[src/rtl/rec_frame_packer.sv]
`timescale 1ns/1ps
// Serial-to-parallel packer for the ADC1/ADC2 recording streams: builds tagged
// word pairs, queues them in a small FIFO and reports truncation/overflow.
module rec_frame_packer #(
   parameter int ADC_BITS   = 10,
   parameter int FIFO_DEPTH = 8,
   parameter int FCNT_W     = 4
) (
   input  logic                           clk_i,
   input  logic                           reset_n_i,
   input  logic                           enable_i,
   input  logic                           bit_en_i,
   input  logic                           word_start_i,
   input  logic                           rec_data1_i,
   input  logic                           rec_data2_i,
   input  logic [4:0]                     adc_idx_i,
   input  logic                           clr_err_i,
   input  logic                           out_ready_i,
   output logic                           out_valid_o,
   output logic [FCNT_W+5+2*ADC_BITS-1:0] out_data_o,
   output logic [$clog2(FIFO_DEPTH):0]    fill_o,
   output logic                           err_short_o,
   output logic                           err_ovf_o
);

   localparam int OUT_W = FCNT_W + 5 + 2 * ADC_BITS;
   localparam int PTR_W = $clog2(FIFO_DEPTH);
   localparam int CNT_W = $clog2(ADC_BITS + 1);

   typedef enum logic [0:0] {IDLE, SHIFT} state_t;

   state_t              state_q;
   logic [ADC_BITS-2:0] sr1_q, sr2_q;
   logic [CNT_W-1:0]    bcnt_q;
   logic [FCNT_W-1:0]   fcnt_q, tag_q, fcnt_inc_d;
   logic [4:0]          idx_q;
   logic                push_q;
   logic [OUT_W-1:0]    entry_q;
   logic                qstart_d, short_set_d;

   logic [OUT_W-1:0]    mem_q [FIFO_DEPTH];
   logic [PTR_W-1:0]    wptr_q, rptr_q, rptr_d;
   logic [PTR_W:0]      fill_q, fill_d;
   logic                valid_q, pop_d, push_acc_d, ovf_set_d;
   logic [OUT_W-1:0]    head_q, head_d;
   logic                err_short_q, err_ovf_q;

   assign qstart_d    = bit_en_i & word_start_i;
   assign short_set_d = enable_i & qstart_d & (state_q == SHIFT);
   assign fcnt_inc_d  = fcnt_q + 1'b1;

   // Deserialiser: a qualified start always (re)loads bit 0, even mid-word.
   always_ff @(posedge clk_i or negedge reset_n_i) begin
      if (!reset_n_i) begin
         state_q <= IDLE;
         sr1_q   <= '0;
         sr2_q   <= '0;
         bcnt_q  <= '0;
         fcnt_q  <= '0;
         tag_q   <= '0;
         idx_q   <= '0;
         push_q  <= 1'b0;
         entry_q <= '0;
      end else begin
         push_q <= 1'b0;
         if (!enable_i) begin
            state_q <= IDLE;
            sr1_q   <= '0;
            sr2_q   <= '0;
            bcnt_q  <= '0;
         end else if (qstart_d) begin
            state_q <= SHIFT;
            sr1_q   <= {{(ADC_BITS-2){1'b0}}, rec_data1_i};
            sr2_q   <= {{(ADC_BITS-2){1'b0}}, rec_data2_i};
            bcnt_q  <= CNT_W'(1);
            idx_q   <= adc_idx_i;
            if (adc_idx_i == 5'd0) begin
               fcnt_q <= fcnt_inc_d;
               tag_q  <= fcnt_inc_d;
            end else begin
               tag_q  <= fcnt_q;
            end
         end else if (state_q == SHIFT && bit_en_i) begin
            if (bcnt_q == CNT_W'(ADC_BITS - 1)) begin
               push_q  <= 1'b1;
               entry_q <= {tag_q, idx_q, sr2_q, rec_data2_i, sr1_q, rec_data1_i};
               state_q <= IDLE;
               bcnt_q  <= '0;
            end else begin
               sr1_q  <= {sr1_q[ADC_BITS-3:0], rec_data1_i};
               sr2_q  <= {sr2_q[ADC_BITS-3:0], rec_data2_i};
               bcnt_q <= bcnt_q + 1'b1;
            end
         end
      end
   end

   // The head register is loaded from next-cycle FIFO state, bypassing the
   // memory when the entry being written becomes the new head.
   always_comb begin
      pop_d      = valid_q & out_ready_i;
      push_acc_d = push_q & ((fill_q != (PTR_W+1)'(FIFO_DEPTH)) | pop_d);
      ovf_set_d  = push_q & ~push_acc_d;
      rptr_d     = pop_d ? rptr_q + 1'b1 : rptr_q;
      fill_d     = fill_q;
      if (push_acc_d && !pop_d) begin
         fill_d = fill_q + 1'b1;
      end else if (pop_d && !push_acc_d) begin
         fill_d = fill_q - 1'b1;
      end
      head_d = '0;
      if (fill_d != '0) begin
         head_d = (push_acc_d && (wptr_q == rptr_d)) ? entry_q : mem_q[rptr_d];
      end
   end

   always_ff @(posedge clk_i) begin
      if (push_acc_d) begin
         mem_q[wptr_q] <= entry_q;
      end
   end

   always_ff @(posedge clk_i or negedge reset_n_i) begin
      if (!reset_n_i) begin
         wptr_q      <= '0;
         rptr_q      <= '0;
         fill_q      <= '0;
         valid_q     <= 1'b0;
         head_q      <= '0;
         err_short_q <= 1'b0;
         err_ovf_q   <= 1'b0;
      end else begin
         if (push_acc_d) begin
            wptr_q <= wptr_q + 1'b1;
         end
         rptr_q      <= rptr_d;
         fill_q      <= fill_d;
         valid_q     <= (fill_d != '0);
         head_q      <= head_d;
         err_short_q <= short_set_d | (err_short_q & ~clr_err_i);
         err_ovf_q   <= ovf_set_d | (err_ovf_q & ~clr_err_i);
      end
   end

   assign out_valid_o = valid_q;
   assign out_data_o  = head_q;
   assign fill_o      = fill_q;
   assign err_short_o = err_short_q;
   assign err_ovf_o   = err_ovf_q;

endmodule

[config.mk]
export PLATFORM = sky130hd
export DESIGN_NAME = rec_frame_packer
export DESIGN_NICKNAME = d
export VERILOG_FILES = /design/src/rtl/rec_frame_packer.sv
export SDC_FILE = /design/constraint.sdc
export NUM_CORES = 1
export LEC_CHECK = 0
export ABC_AREA = 0
export BUFFER_PORTS_ARGS = -buffer_cell sky130_fd_sc_hd__buf_4
export CAP_MARGIN = 20
export CORE_UTILIZATION = 40
export DETAILED_ROUTE_END_ITERATION = 8
export PLACE_DENSITY = 0.64
export SLEW_MARGIN = 20
export SYNTH_ARGS = -nofsm -noshare
export SYNTH_HDL_FRONTEND = slang
export SYNTH_SLANG_ARGS = --single-unit
[constraint.sdc]
create_clock -name clk_i -period 10.6 [get_ports clk_i]
set_input_delay 0.53 -clock clk_i [delete_from_list [all_inputs] [get_ports clk_i]]
set_output_delay 0.53 -clock clk_i [all_outputs]
set_load 0.02 [all_outputs]
==> reports/metrics.yaml <==
outcome:
  status: "completed"
drt:
  routed_via_density: 5.38
  drc: 0
  drtAntennaViolNets: 0
  wl_um: 25200
  num_vias: 6475
  first_pass_iters: 6
  drt-initial-drc-count: 408
  wl_per_cell_um: 20.9
grt:
  grt_overflow_total: 0
  grtUsageMet3_pct: 2.39
  grt_pass1_vias: 6832
  grt_use_met1_pct: 20.7
  grt_pass1_wl_um: 40300
  gr-usage-met2_pct: 28.0
  grt-busiest-layer: "met2"
  antenna_found_initial: 0
  grt_max_degree: 75
  grt_use_total_pct: 15.9
logic_synthesis:
  syn-num-nets: 735
  yosys_warnings: 0
  yosysSeqAreaShare_pct: 73.7
  ys_types: 41
  netlist_area_um2: 13000
  ys_seq_elements: 336
  synth.avg_cell_area_um2: 18.2
  syn_inst: 714
power:
  ir_drop_mv: 0.136
  p_leak_nw: 5.37
  clkPwrFrac_pct: 32.1
  pwr-share-seq_pct: 44.3
  p_switching_mw: 0.949
  switching_share_pct: 29.0
  power.internal_mw: 2.33
  powerDensity_nw_per_um2: 220
  comb_power_share_pct: 23.6
  finalPower_mw: 3.28
critical_path:
  slowest_stage: "buf_4"
  slowest_delay_ns: 0.86
  crit_type: "flip-flop to flip-flop"
  required_ns: 10.98
  cp.arrival_ns: 3.59
  crit_chain: "nand2_2 -> xnor2_4 -> buf_4 -> mux4_2 -> nand2_1 -> a311oi_2"
  crit_fanout: 44
  start_kind: "flip-flop"
  end_kind: "flip-flop"
layout:
  diodes: 0
  drive_gt1_share_pct: 30.0
  syn2layout_area_growth_pct: 14.5
  fill_cells: 2708
  nets: 798
floorplanning:
  die_x_um: 182
  io_pins: 50
  dieArea_um2: 33200
  initial_core_util_pct: 41.0
  std_cell_rows: 65
  fp.dieH_um: 182
  coreArea_um2: 31700
sta:
  period_minus_slack_ns: 3.21
  setup-tns-final_ns: 0
  finalSetupViolCount: 0
  slew_violations: 0
  fin_crit_sh_pct: 30.3
  tightest_slew_ns: 0.953
  rsz0062_at_grt: "no"
  hold_violations: 0
  clock.fmax_mhz: 311
  slew_headroom_pct: 36.4
  skew_ns: 0.0124
cts:
  hold_buffers: 1
  cts.repair.resized: 0
  cts_inserted_buffers: 31
  cts.sink_count: 336
  clk_pin_slew_ns: 0.06
  htreeDepth: 1
  cts_tree: "built"
  insertion_delay_ns: 0.56
  cts_buffer_depth: 3
  cts_setup_buffers: 0
  cts_root_buf: "clkbuf_16"
placement:
  place_hpwl_um: 13300
  place.gp.congestion: 0.722
  portBuffers: 49
worst_hold_path:
  min_path_type: "primary input to flip-flop"
job:
  cap_viol_max_count: 0
-- registers in the layout, summed over array words and instances, names as in the netlist --
name         flops
mem_q          232
err_ovf_o        1
idx_q            5
tag_q            4
sr2_q            9
wptr_q           3
sr1_q            9
out_data_o      29
fill_o           4
bcnt_q           4
entry_q         29
out_valid_o      1
state_q          1
err_short_o      1
push_q           1
rptr_q           3
-- cells in the mapped netlist, drive strengths merged --
cell / count / area share [%]
nand4: 2 / 0.096
and3: 1 / 0.048
clkbuf: 21 / 0.61
or2: 1 / 0.048
mux2: 35 / 3.0
or4: 2 / 0.12
nand2: 76 / 2.2
dfrtp: 104 / 20
a31oi: 4 / 0.19
edfxtp: 232 / 54
ha: 7 / 0.67
a22o: 16 / 1.1
a21o: 1 / 0.058
a211oi: 2 / 0.15
nor2: 39 / 1.1
o22ai: 2 / 0.096
a21oi: 6 / 0.23
xor2: 3 / 0.20
mux4: 56 / 9.7
nand3b: 2 / 0.12
mux2i: 8 / 0.71
nand3: 5 / 0.19
nand2b: 2 / 0.096
o21ai: 5 / 0.19
and2: 1 / 0.067
nor3: 11 / 0.42
inv: 11 / 0.32
buf: 17 / 0.79
a21boi: 2 / 0.12
xnor2: 9 / 0.66
nor4: 2 / 0.096
a311oi: 28 / 2.8
a2bb2oi: 1 / 0.067
-- worst max-delay path: cells and delay by family (launching register included) --
kind / cells / cell delay (ns)
xor gates and xnor gates: 1 / 0.77
AOI/OAI and AO/OA: 1 / 0.10
buffers and inverters: 1 / 0.86
muxes: 1 / 0.60
DFF: 1 / 0.40
and+or+nand+nor: 2 / 0.27
-- power by group through the flow --
stage	Clock (mW)	Combinational (mW)	Sequential [mW]
5_1_grt	1.13	0.842	1.45
4_1_cts	1.08	0.795	1.45
2_1_floorplan	0	0.570	1.49
3_5_place_dp	0	0.791	1.48
6_report	1.05	0.772	1.45
3_3_place_gp	0	0.780	1.48
-- cell families (layout without fill, tap and decap cells) --
| family | after synthesis | after routing | share of synthesized area, % |
|---|---|---|---|
| compound gates | 67 | 67 | 4.99 |
| xor+xnor | 12 | 12 | 0.867 |
| fa+ha+maj | 7 | 7 | 0.674 |
| buf+inv | 49 | 137 | 1.71 |
| flops | 336 | 336 | 73.7 |
| mux | 99 | 99 | 13.5 |
| simple gates | 144 | 144 | 4.64 |
-- layout by cell type (no fill, tap or decap), types with 3 or more instances in the layout --
cell type,count
clkbuf_16,34
clkbuf_1,8
clkinv_2,9
mux2_2,35
nor3_2,5
inv_1,10
buf_4,66
mux4_2,56
nor2_2,3
nand2_1,75
o21ai_0,4
nor3_1,5
clkinv_1,6
xnor2_1,8
ha_1,7
a311oi_2,19
a311oi_1,9
edfxtp_1,232
nor2_1,36
a31oi_1,4
mux2i_1,7
dfrtp_1,104
a21oi_1,6
nand3_1,5
a22o_1,16
-- layout make-up --
type | instances | area, um2 | area share, %
sequential | 336 | 9570 | 64.3
multi-input combinational | 329 | 3280 | 22.0
clock buffer | 43 | 895 | 6.01
timing repair buffer | 68 | 517 | 3.47
tap | 402 | 503 | 3.38
clock inverter | 15 | 71.3 | 0.480
inverter | 11 | 42.5 | 0.286
-- metrics by stage --
stage	utilization [%]	setup WS (ns)	instance area [um2]	std cells	hold slack (ns)
2_1_floorplan	-	6.16	13000	714	0.234
3_3_place_gp	43.8	7.09	13900	1145	0.461
3_5_place_dp	43.8	7.07	13900	1145	0.464
4_1_cts	46.9	7.28	14900	1204	0.150
5_1_grt	46.9	7.07	14900	1204	0.171
6_report	46.9	7.39	14900	1204	0.181
-- metal layers --
| metal | vias up | routed length [um] | share of wire [%] |
|---|---|---|---|
| met5 | - | 0 | 0 |
| met4 | 0 | 423 | 1.7 |
| met3 | 32 | 868 | 3.4 |
| met2 | 107 | 12900 | 51 |
| met1 | 3436 | 11000 | 44 |
| li1 | 2900 | - | - |
-- worst paths after layout --
kind / startpoint / to / slack, ns / depth (start not counted)
min reg2reg: tag_q[3] / tag_q[3] / 0.48 / 1
max: out_valid_o / out_data_o[24] / 7.39 / 6
min: clr_err_i / err_short_o / 0.18 / 2
min in group asynchronous: reset_n_i / err_short_o / 0.45 / 2
max in group asynchronous: reset_n_i / out_data_o[10] / 9.09 / 3
max reg2reg: out_valid_o / out_data_o[24] / 7.39 / 6
Note: power is estimated with default switching activity, not from simulation.
